===== src/rtl/mem_access_ctrl_if.sv =====
// Load/store bus between the MEM stage, the sequencer and the data memory.
// The slave modport is the sequencer; master is the pipeline + memory side.
interface mem_access_ctrl_if;
  logic        req;
  logic        we;
  logic [1:0]  size;
  logic [31:0] addr;
  logic [31:0] wdata;
  logic        stall;
  logic        done;
  logic        err;
  logic [31:0] rd_word;
  logic [1:0]  rd_byte_sel;
  logic        mem_en;
  logic [29:0] mem_word_addr;
  logic [3:0]  mem_be;
  logic [31:0] mem_wdata;
  logic [31:0] mem_rdata;
  logic        mem_ready;

  modport slave (
    input  req, we, size, addr, wdata,
    input  mem_rdata, mem_ready,
    output stall, done, err,
    output rd_word, rd_byte_sel,
    output mem_en, mem_word_addr,
    output mem_be, mem_wdata
  );

  modport master (
    output req, we, size, addr, wdata,
    output mem_rdata, mem_ready,
    input  stall, done, err,
    input  rd_word, rd_byte_sel,
    input  mem_en, mem_word_addr,
    input  mem_be, mem_wdata
  );
endinterface


===== src/rtl/mem_access_ctrl.sv =====
// MEM-stage load/store sequencer for a word-organised data memory.
// Word-crossing accesses become two word transactions that are merged.
module mem_access_ctrl #(
  parameter bit SPLIT_EN = 1'b1
) (
  input  logic clk,
  input  logic rst_n,
  mem_access_ctrl_if.slave bus
);

  typedef enum logic [1:0] {
    IDLE,
    ACC1,
    ACC2,
    DONE
  } state_t;

  state_t      r_state;
  logic [1:0]  r_off;
  logic        r_cross;
  logic [31:0] r_lo;
  logic [3:0]  r_be_hi;
  logic [31:0] r_wd_hi;
  logic        r_mem_en;
  logic [29:0] r_mem_addr;
  logic [3:0]  r_mem_be;
  logic [31:0] r_mem_wdata;
  logic        r_done;
  logic        r_err;
  logic [31:0] r_rd_word;
  logic [1:0]  r_rd_sel;

  logic [1:0]  w_off;
  logic        w_cross;
  logic        w_illegal;
  logic [3:0]  w_base;
  logic [7:0]  w_be8;
  logic [63:0] w_wd64;
  logic [31:0] w_merge;

  // Lane masks/data are shifted across a 2-word window; the upper
  // half is what the second transaction writes.
  always_comb begin
    w_off     = bus.addr[1:0];
    w_illegal = (bus.size == 2'b11);
    w_cross   = ((bus.size == 2'b01) && (w_off == 2'd3))
             || ((bus.size == 2'b10) && (w_off != 2'd0));
    w_base    = 4'b1111;
    unique case (bus.size)
      2'b00:   w_base = 4'b0001;
      2'b01:   w_base = 4'b0011;
      default: w_base = 4'b1111;
    endcase
    w_be8  = {4'b0000, w_base} << w_off;
    w_wd64 = {32'h0, bus.wdata} << {w_off, 3'b000};
  end

  always_comb begin
    w_merge = r_lo;
    unique case (r_off)
      2'd1:    w_merge = {bus.mem_rdata[7:0],  r_lo[31:8]};
      2'd2:    w_merge = {bus.mem_rdata[15:0], r_lo[31:16]};
      2'd3:    w_merge = {bus.mem_rdata[23:0], r_lo[31:24]};
      default: w_merge = r_lo;
    endcase
  end

  always_ff @(posedge clk or negedge rst_n) begin
    if (!rst_n) begin
      r_state     <= IDLE;
      r_off       <= 2'd0;
      r_cross     <= 1'b0;
      r_lo        <= 32'h0;
      r_be_hi     <= 4'h0;
      r_wd_hi     <= 32'h0;
      r_mem_en    <= 1'b0;
      r_mem_addr  <= 30'h0;
      r_mem_be    <= 4'h0;
      r_mem_wdata <= 32'h0;
      r_done      <= 1'b0;
      r_err       <= 1'b0;
      r_rd_word   <= 32'h0;
      r_rd_sel    <= 2'd0;
    end else begin
      unique case (r_state)
        IDLE: begin
          if (bus.req) begin
            r_off   <= w_off;
            r_cross <= w_cross;
            if (w_illegal || (w_cross && !SPLIT_EN)) begin
              r_state <= DONE;
              r_done  <= 1'b1;
              r_err   <= 1'b1;
            end else begin
              r_state     <= ACC1;
              r_mem_en    <= 1'b1;
              r_mem_addr  <= bus.addr[31:2];
              r_mem_be    <= bus.we ? w_be8[3:0] : 4'h0;
              r_be_hi     <= bus.we ? w_be8[7:4] : 4'h0;
              r_mem_wdata <= w_wd64[31:0];
              r_wd_hi     <= w_wd64[63:32];
            end
          end
        end
        ACC1: begin
          if (bus.mem_ready) begin
            r_lo <= bus.mem_rdata;
            if (r_cross) begin
              r_state     <= ACC2;
              r_mem_addr  <= r_mem_addr + 30'd1;
              r_mem_be    <= r_be_hi;
              r_mem_wdata <= r_wd_hi;
            end else begin
              r_state   <= DONE;
              r_mem_en  <= 1'b0;
              r_mem_be  <= 4'h0;
              r_done    <= 1'b1;
              r_rd_word <= bus.mem_rdata;
              r_rd_sel  <= r_off;
            end
          end
        end
        ACC2: begin
          if (bus.mem_ready) begin
            r_state   <= DONE;
            r_mem_en  <= 1'b0;
            r_mem_be  <= 4'h0;
            r_done    <= 1'b1;
            r_rd_word <= w_merge;
            r_rd_sel  <= 2'd0;
          end
        end
        DONE: begin
          r_state <= IDLE;
          r_done  <= 1'b0;
          r_err   <= 1'b0;
        end
        default: r_state <= IDLE;
      endcase
    end
  end

  assign bus.stall         = bus.req & ~r_done;
  assign bus.done          = r_done;
  assign bus.err           = r_err;
  assign bus.rd_word       = r_rd_word;
  assign bus.rd_byte_sel   = r_rd_sel;
  assign bus.mem_en        = r_mem_en;
  assign bus.mem_word_addr = r_mem_addr;
  assign bus.mem_be        = r_mem_be;
  assign bus.mem_wdata     = r_mem_wdata;

endmodule


===== src/flat_wrapper.sv =====
// flat-port wrapper written by rule: the top's interface ports become plain ports
module mem_access_ctrl_flat 
#(
  parameter bit SPLIT_EN = 1'b1
)
  (clk, rst_n, bus_req, bus_we, bus_size, bus_addr, bus_wdata, bus_mem_rdata, bus_mem_ready, bus_stall, bus_done, bus_err, bus_rd_word, bus_rd_byte_sel, bus_mem_en, bus_mem_word_addr, bus_mem_be, bus_mem_wdata);
  mem_access_ctrl_if bus_i ();
  input  logic clk;
  input  logic rst_n;
  input wire logic [$bits(bus_i.req)-1:0] bus_req;
  input wire logic [$bits(bus_i.we)-1:0] bus_we;
  input wire logic [$bits(bus_i.size)-1:0] bus_size;
  input wire logic [$bits(bus_i.addr)-1:0] bus_addr;
  input wire logic [$bits(bus_i.wdata)-1:0] bus_wdata;
  input wire logic [$bits(bus_i.mem_rdata)-1:0] bus_mem_rdata;
  input wire logic [$bits(bus_i.mem_ready)-1:0] bus_mem_ready;
  output wire logic [$bits(bus_i.stall)-1:0] bus_stall;
  output wire logic [$bits(bus_i.done)-1:0] bus_done;
  output wire logic [$bits(bus_i.err)-1:0] bus_err;
  output wire logic [$bits(bus_i.rd_word)-1:0] bus_rd_word;
  output wire logic [$bits(bus_i.rd_byte_sel)-1:0] bus_rd_byte_sel;
  output wire logic [$bits(bus_i.mem_en)-1:0] bus_mem_en;
  output wire logic [$bits(bus_i.mem_word_addr)-1:0] bus_mem_word_addr;
  output wire logic [$bits(bus_i.mem_be)-1:0] bus_mem_be;
  output wire logic [$bits(bus_i.mem_wdata)-1:0] bus_mem_wdata;
  assign bus_i.req = bus_req;
  assign bus_i.we = bus_we;
  assign bus_i.size = bus_size;
  assign bus_i.addr = bus_addr;
  assign bus_i.wdata = bus_wdata;
  assign bus_i.mem_rdata = bus_mem_rdata;
  assign bus_i.mem_ready = bus_mem_ready;
  assign bus_stall = bus_i.stall;
  assign bus_done = bus_i.done;
  assign bus_err = bus_i.err;
  assign bus_rd_word = bus_i.rd_word;
  assign bus_rd_byte_sel = bus_i.rd_byte_sel;
  assign bus_mem_en = bus_i.mem_en;
  assign bus_mem_word_addr = bus_i.mem_word_addr;
  assign bus_mem_be = bus_i.mem_be;
  assign bus_mem_wdata = bus_i.mem_wdata;
  mem_access_ctrl #(.SPLIT_EN(SPLIT_EN)) u_core (.clk(clk), .rst_n(rst_n), .bus(bus_i));
endmodule

===== config.mk =====
export PLATFORM = sky130hd
export DESIGN_NAME = mem_access_ctrl_flat
export DESIGN_NICKNAME = d
export VERILOG_FILES = /design/src/rtl/mem_access_ctrl_if.sv /design/src/rtl/mem_access_ctrl.sv /design/src/flat_wrapper.sv
export SDC_FILE = /design/constraint.sdc
export NUM_CORES = 1
export LEC_CHECK = 0
export CORE_ASPECT_RATIO = 1.75
export CORE_MARGIN = 5
export CORE_UTILIZATION = 40
export DETAILED_ROUTE_END_ITERATION = 7
export GPL_ROUTABILITY_DRIVEN = 0
export HOLD_SLACK_MARGIN = 0.15
export PLACE_DENSITY = 0.67
export REMOVE_ABC_BUFFERS = 1
export SYNTH_ARGS = -nofsm -noshare
export SYNTH_HDL_FRONTEND = slang
export SYNTH_SLANG_ARGS = --single-unit
export TNS_END_PERCENT = 1

===== constraint.sdc =====
create_clock -name clk -period 2.43 [get_ports clk]
set_input_delay 0.243 -clock clk [delete_from_list [all_inputs] [get_ports clk]]
set_output_delay 0.243 -clock clk [all_outputs]
set_load 0.01 [all_outputs]

==> metrics.cfg, run 1 <==
[pwr]
seqPwrFrac_pct=32.6
p_comb_share_pct=50.5
power.density_nw_per_um2=1340
ir_worst_vdd_v=0.000704
p_sw_mw=6.35
power.share.switching_pct=38.5
p_int_mw=10.1
p_clk_share_pct=16.9
total_power_mw=16.5
p_leak_nw=5.04

[drt]
wl_per_cell_um=19.1
wl_um=26800
viasPerCell=5.55
ant_nets=0
drc=0
drt_iter0_drc=564
drtPass1Iterations=4
vias=7793

[setup_path]
cp.required_ns=2.79
end_kind=register
critPathKind=reg -> reg
crit_family=simple AND/OR/NAND/NOR gates
slowest_delay_ns=0.45
arrival_ns=2.63
worstReg2RegEnd=u_core.bus.mem_word_addr[18]
crit_chain=inv_1, ha_1, nand2b_1, a22o_2, buf_4, or3_1, or3_1, nand3_1
ff2ff_setup_slack_ns=0.17
r2r_start=u_core.r_state[0]
crit_slowest_cell=dfrtp_1
worstPathMaxFanout=9
cp.buffers_inverters=2
critPathLaunchType=register
cpMostUsedCell=or3_1
ff2ff_path_depth=8

[clock_tree]
clock-sinks=167
clk_pin_slew_ns=0.07
cts_tree=built
numCtsBuffers=17
root_buffer=clkbuf_16
cts-htree-levels=4
cts.path.max_buffers=2
clk_latency_ns=0.43
cts_setup_buffers=0

[placed_design]
dpl_cell_area_um2=11700
pre_cts_ws_ns=0.131
hpwl_um=19500
portBuffers=206
place_inst=1372

[job]
maxCapViolCount=0

[synth]
synth_cells=897
synthAdderAreaFrac_pct=0.961
syn_avg_cell_area_um2=10.2
synth_warnings=0
synthSimpleGateAreaFrac_pct=13.9
ys.flop_type=dfrtp_1
synthMuxAreaShare_pct=21.1
synthArstFlopShare_pct=100
synth-edff-count=0
synth_top_area_cell=dfrtp_1
synth.top_cell.area_share_pct=45.8
synth_xor_area_share_pct=0
ys_top_cells_by_area=dfrtp_1, mux4_2, mux2i_1
synth-compound-area-share_pct=14.5
synth_top_family_by_area=multiplexers
synth-seq-cells=167
ys_seq_area_share_pct=45.8
netlist-cell-type-count=46
syn_area_um2=9120

[timing]
relSlewSlack_pct=38.3
layout_min_cycle_time_ns=2.26
timing.fmax_mhz=442
setup_violations=0
finClkSkew_ns=0.00708
finalCritPeriodShare_pct=93.1
whs_ns=0.378
fin_tns_setup_ns=0
worstMarginPinSlew_ns=0.922
fin_ws_ns=0.168
hold_viol=0
rsz0062_at_grt=no
drv_slew=0

[die]
num_io_pins=207
dieArea_um2=26000
die_w_um=124
initial_utilization_pct=40.4
fp-row-count=73
die_h_um=210
coreArea_um2=22600

[global_route]
grt_pass1_wl_um=42700
grt_max_degree=69
grt_pass1_vias=8087
gr-total-overflow=0
grt_usage_pct=20.9
antenna_found_initial=0

[cells_and_area]
fin_area_um2=12300
n_fill_cell=2049
antenna_cells=0
syn2layout_area_growth_pct=34.8
fin_nets=1202
drive_above_1_share_pct=15.1
final_cell_count_no_fill=1405
fin_util_pct=54.5

[outcome]
status=complete, no violations

[min_path]
hold_path.class=in -> async

==> state kept, by name (all words and copies together), names as in the netlist <==
register,count
u_core.bus.done,1
u_core.bus.err,1
u_core.bus.mem_be,4
u_core.bus.mem_en,1
u_core.bus.mem_wdata,32
u_core.bus.mem_word_addr,30
u_core.bus.rd_byte_sel,2
u_core.bus.rd_word,32
u_core.r_be_hi,3
u_core.r_cross,1
u_core.r_lo,32
u_core.r_off,2
u_core.r_state,2
u_core.r_wd_hi,24
==> cells in the mapped netlist, types with 2 or more instances <==
cell,instances
nor3_1,16
o21ai_0,89
inv_1,7
a22o_1,9
a211oi_1,2
nor2_1,81
a21oi_1,38
o31ai_1,13
and4_1,5
mux4_2,32
clkbuf_2,2
a31oi_1,2
a22oi_1,9
mux2i_1,62
a221oi_1,16
nand2b_1,4
and3_1,9
a32oi_1,2
buf_1,7
o21ai_1,2
and2_1,5
nand3_1,26
clkbuf_1,41
a221o_1,10
nand4_1,8
or3_1,3
dfrtp_1,167
nor3b_1,2
ha_1,7
o22ai_1,14
nand2_1,113
mux2_2,52
nor4_1,4
nor2b_1,6
or4_1,3
buf_2,19
==> cell usage in the layout (no fill, tap or decap), types with 6 or more instances in the layout <==
master / Yosys / final
buf_4: 0 / 31
a221oi_1: 16 / 16
nor2_1: 81 / 81
nand2_1: 113 / 113
and3_1: 9 / 9
o22ai_1: 14 / 14
mux4_2: 32 / 32
nand4_1: 8 / 8
o31ai_1: 13 / 13
dfrtp_1: 167 / 166
clkbuf_16: 0 / 17
a22oi_1: 9 / 8
buf_12: 0 / 8
a21oi_1: 38 / 38
nor3_1: 16 / 15
nor2b_1: 6 / 6
mux2_2: 52 / 52
inv_1: 7 / 7
a22o_1: 9 / 8
a221o_1: 10 / 10
o21ai_0: 89 / 89
nand3_1: 26 / 25
clkdlybuf4s50_1: 0 / 204
mux2i_1: 62 / 62
==> routing by layer <==
metal / vias up / GRT usage, % / wire (µm)
met4: 0 / 7.72 / 685
met2: 224 / 38.3 / 14700
li1: 3674 / - / -
met3: 46 / 3.91 / 1310
met5: - / 0 / 0
met1: 3849 / 23.6 / 10200
==> logic make-up (layout without fill, tap and decap cells) <==
family,after synthesis,after routing
fa+ha+maj,7,7
buf+inv,78,286
flops,167,167
mux,146,146
simple gates,286,286
compound gates,213,213
==> power by group through the flow <==
stage               clock network [mW]  logic (mW)  registers (mW)
floorplan                            0        4.28            5.63
global placement                     0        8.27            5.37
detailed placement                   0        8.44            5.42
CTS                               2.84        8.45            5.39
global route                      2.95        9.21            5.57
finish                            2.78        8.33            5.38
==> worst max path at each step <==
| stage | depth (start not counted) | to | startpoint |
|---|---|---|---|
| floorplan | 6 | u_core.bus.mem_word_addr[13] | u_core.r_state[1] |
| global placement | 7 | u_core.bus.mem_word_addr[18] | bus_req |
| detailed placement | 7 | u_core.bus.mem_wdata[0] | u_core.r_state[1] |
| CTS | 7 | u_core.bus.mem_wdata[4] | u_core.r_state[1] |
| global route | 8 | u_core.bus.mem_en | u_core.r_state[1] |
| finish | 8 | u_core.bus.mem_word_addr[18] | u_core.r_state[0] |
==> layout make-up <==
cell class | instances | area, µm² | area share [%]
Clock buffer | 22 | 484 | 3.94
Clock inverter | 10 | 119 | 0.967
Timing Repair Buffer | 246 | 2460 | 20.0
Multi-Input combinational cell | 652 | 4640 | 37.8
Inverter | 8 | 30.0 | 0.244
Tap cell | 300 | 375 | 3.05
Sequential cell | 167 | 4180 | 34.0
==> timing repair <==
action	in CTS	in global routing
hold buffers	1	0
resized for setup	0	1
endpoints found under the hold margin	61	0
setup endpoints to repair	0	8
Note: power is estimated with default switching activity, not from simulation.
==> run 2: changes to the inputs <==
--- a/config.mk
+++ b/config.mk
@@ -13,6 +13,7 @@
 export HOLD_SLACK_MARGIN = 0.15
 export PLACE_DENSITY = 0.67
 export REMOVE_ABC_BUFFERS = 1
+export SLEW_MARGIN = 20
 export SYNTH_ARGS = -nofsm -noshare
 export SYNTH_HDL_FRONTEND = slang
 export SYNTH_SLANG_ARGS = --single-unit
==> results of run 2 <==
Same layout as run 1: the final DEF is identical, and so are final timing and power.
==> run 3: changes to the inputs <==
--- a/config.mk
+++ b/config.mk
@@ -13,6 +13,7 @@
 export HOLD_SLACK_MARGIN = 0.15
 export PLACE_DENSITY = 0.67
 export REMOVE_ABC_BUFFERS = 1
+export SETUP_SLACK_MARGIN = 0.3
 export SLEW_MARGIN = 20
 export SYNTH_ARGS = -nofsm -noshare
 export SYNTH_HDL_FRONTEND = slang
==> run 3 against run 2 <==
Net effect: largest power group unchanged; highest routed layer unchanged; die area unchanged; register-to-register slack improved by 0.21 ns; final area up 2.2%; via count is 2.1% higher.
==> metrics.cfg, run 3 (synthesized netlist as in run 1, its figures left out) <==
[outcome]
status=complete, no violations  ; unchanged

[cells_and_area]
mostFrequentLayoutCell=clkdlybuf4s50_1  ; unchanged
fin_util_pct=55.7  ; was 54.5%
fin_nets=1215  ; was 1202
drive_above_1_share_pct=17.4  ; was 15.1%
syn2layout_area_growth_pct=37.9  ; was 34.8%
final_cell_mix=clkdlybuf4s50_1, dfrtp_1, nand2_1, o21ai_0, nor2_1  ; unchanged
fin_area_um2=12600  ; was 12300 µm²
antenna_cells=0  ; unchanged

[clock_tree]
clk_pin_slew_ns=0.07  ; about the same
numCtsBuffers=17  ; unchanged
clk_latency_ns=0.43  ; about the same
root_buffer=clkbuf_16  ; unchanged
clock-sinks=167  ; unchanged
cts.path.max_buffers=2  ; unchanged
cts_tree=built  ; unchanged
cts-htree-levels=4  ; unchanged

[die]
fp-row-count=73  ; unchanged
die_h_um=210  ; unchanged
dieArea_um2=26000  ; unchanged
initial_utilization_pct=40.4  ; unchanged
num_io_pins=207  ; unchanged
coreArea_um2=22600  ; unchanged
die_w_um=124  ; unchanged

[setup_path]
ff2ff_setup_slack_ns=0.38  ; was 0.17 ns
r2r_start=u_core.r_state[1]  ; was u_core.r_state[0]
crit_chain=inv_2, ha_4, nand2b_4, a22o_4, buf_6, or3_1, or3_1, nand3_1  ; was inv_1, ha_1, nand2b_1, a22o_2, buf_4, or3_1, or3_1, nand3_1
crit_family=simple AND/OR/NAND/NOR gates  ; unchanged
crit_path_start=u_core.r_state[1]  ; was u_core.r_state[0]
worstPathMaxFanout=5  ; was 9
cpMostUsedCell=or3_1  ; unchanged
cp.required_ns=2.80  ; was 2.79 ns
cp.buffers_inverters=2  ; unchanged
critPathLaunchType=register  ; unchanged
critPathKind=reg -> reg  ; unchanged
end_kind=register  ; unchanged
slowest_delay_ns=0.43  ; was 0.45 ns
ff2ff_path_depth=8  ; unchanged
crit_slowest_cell=dfrtp_1  ; unchanged
arrival_ns=2.42  ; was 2.63 ns
worstReg2RegEnd=u_core.bus.mem_word_addr[18]  ; unchanged

[pwr]
power.share.switching_pct=38.8  ; was 38.5%
power.density_nw_per_um2=1380  ; was 1340 nW/µm²
p_leak_nw=5.14  ; was 5.04 nW
total_power_mw=17.3  ; was 16.5 mW
p_clk_share_pct=16.1  ; was 16.9%
p_sw_mw=6.71  ; was 6.35 mW
p_int_mw=10.6  ; was 10.1 mW
p_comb_share_pct=52.7  ; was 50.5%
ir_worst_vdd_v=0.000637  ; was 0.000704 V
seqPwrFrac_pct=31.2  ; was 32.6%

[min_path]
hold_path.class=in -> async  ; unchanged

[drt]
drt_iter0_drc=585  ; was 564
viasPerCell=5.61  ; was 5.55
ant_nets=0  ; unchanged
vias=7956  ; was 7793
drc=0  ; unchanged
wl_um=28300  ; was 26800 µm
wl_per_cell_um=20.0  ; was 19.1 µm
drtPass1Iterations=7  ; was 4

[timing]
whs_ns=0.377  ; was 0.378 ns
fin_ws_ns=0.376  ; was 0.168 ns
layout_min_cycle_time_ns=2.05  ; was 2.26 ns
drv_slew=0  ; unchanged
worstMarginPinSlew_ns=0.843  ; was 0.922 ns
relSlewSlack_pct=43.8  ; was 38.3%
timing.fmax_mhz=487  ; was 442 MHz
rsz0062_at_grt=yes  ; was no
hold_viol=0  ; unchanged
finClkSkew_ns=0.00689  ; was 0.00708 ns
setup_violations=0  ; unchanged
finalCritPeriodShare_pct=84.5  ; was 93.1%

[job]
maxCapViolCount=0  ; unchanged

[placed_design]
portBuffers=206  ; unchanged
pre_cts_ws_ns=0.131  ; unchanged
hpwl_um=19500  ; unchanged
dpl_cell_area_um2=11700  ; unchanged

[global_route]
gr-total-overflow=0  ; unchanged
grt_max_degree=69  ; unchanged
antenna_found_initial=0  ; unchanged
grt_pass1_wl_um=42700  ; about the same
grt_pass1_vias=8093  ; was 8087
grt_usage_pct=20.9  ; about the same

==> run 3: layout make-up <==
cell class	count	area (µm²)
Clock inverter	10	119
Sequential cell	167	4180
Multi-Input combinational cell	654	4760
Inverter	8	30.0
Clock buffer	22	484
Tap cell	300	375
Timing Repair Buffer	257	2620
Fill cell	2025	9990
==> run 3: per-stage QoR <==
| stage | TNS [ns] | instances |
|---|---|---|
| after global routing | 0 | 1418 |
| after floorplan | -196.23 | 827 |
| after detailed placement | 0 | 1372 |
| after global placement | 0 | 1372 |
| after CTS | 0 | 1405 |
| final | 0 | 1418 |
==> run 3: how the worst max path moves through the flow <==
stage,endpoint,cells after the start
3_5_place_dp,u_core.bus.mem_wdata[0],7
5_1_grt,u_core.bus.mem_en,8
3_3_place_gp,u_core.bus.mem_word_addr[18],7
2_1_floorplan,u_core.bus.mem_word_addr[13],6
4_1_cts,u_core.bus.mem_word_addr[18],8
6_report,u_core.bus.mem_word_addr[18],8
==> run 3: power groups by stage <==
stage	clock network (mW)	registers [mW]	logic, mW
4_1_cts	2.84	5.39	8.46
5_1_grt	2.95	5.58	9.99
3_5_place_dp	0	5.42	8.44
6_report	2.78	5.40	9.12
3_3_place_gp	0	5.37	8.27
2_1_floorplan	0	5.63	4.28
==> run 3: routing by layer <==
layer	vias to the layer above	wire length, µm	track usage, %
met4	0	776	7.60
met5	-	0	0
met2	239	15700	38.3
met3	49	1320	3.91
li1	3710	-	-
met1	3958	10500	23.7
==> run 3: what timing repair did <==
| item | CTS | global route |
|---|---|---|
| hold endpoints to repair | 61 | 0 |
| pin swaps | 0 | 5 |
| setup buffers | 0 | 7 |
| hold buffers | 1 | 0 |
| gates cloned | 0 | 6 |
| endpoints found under the setup margin | 49 | 74 |
| resized for setup | 1 | 24 |
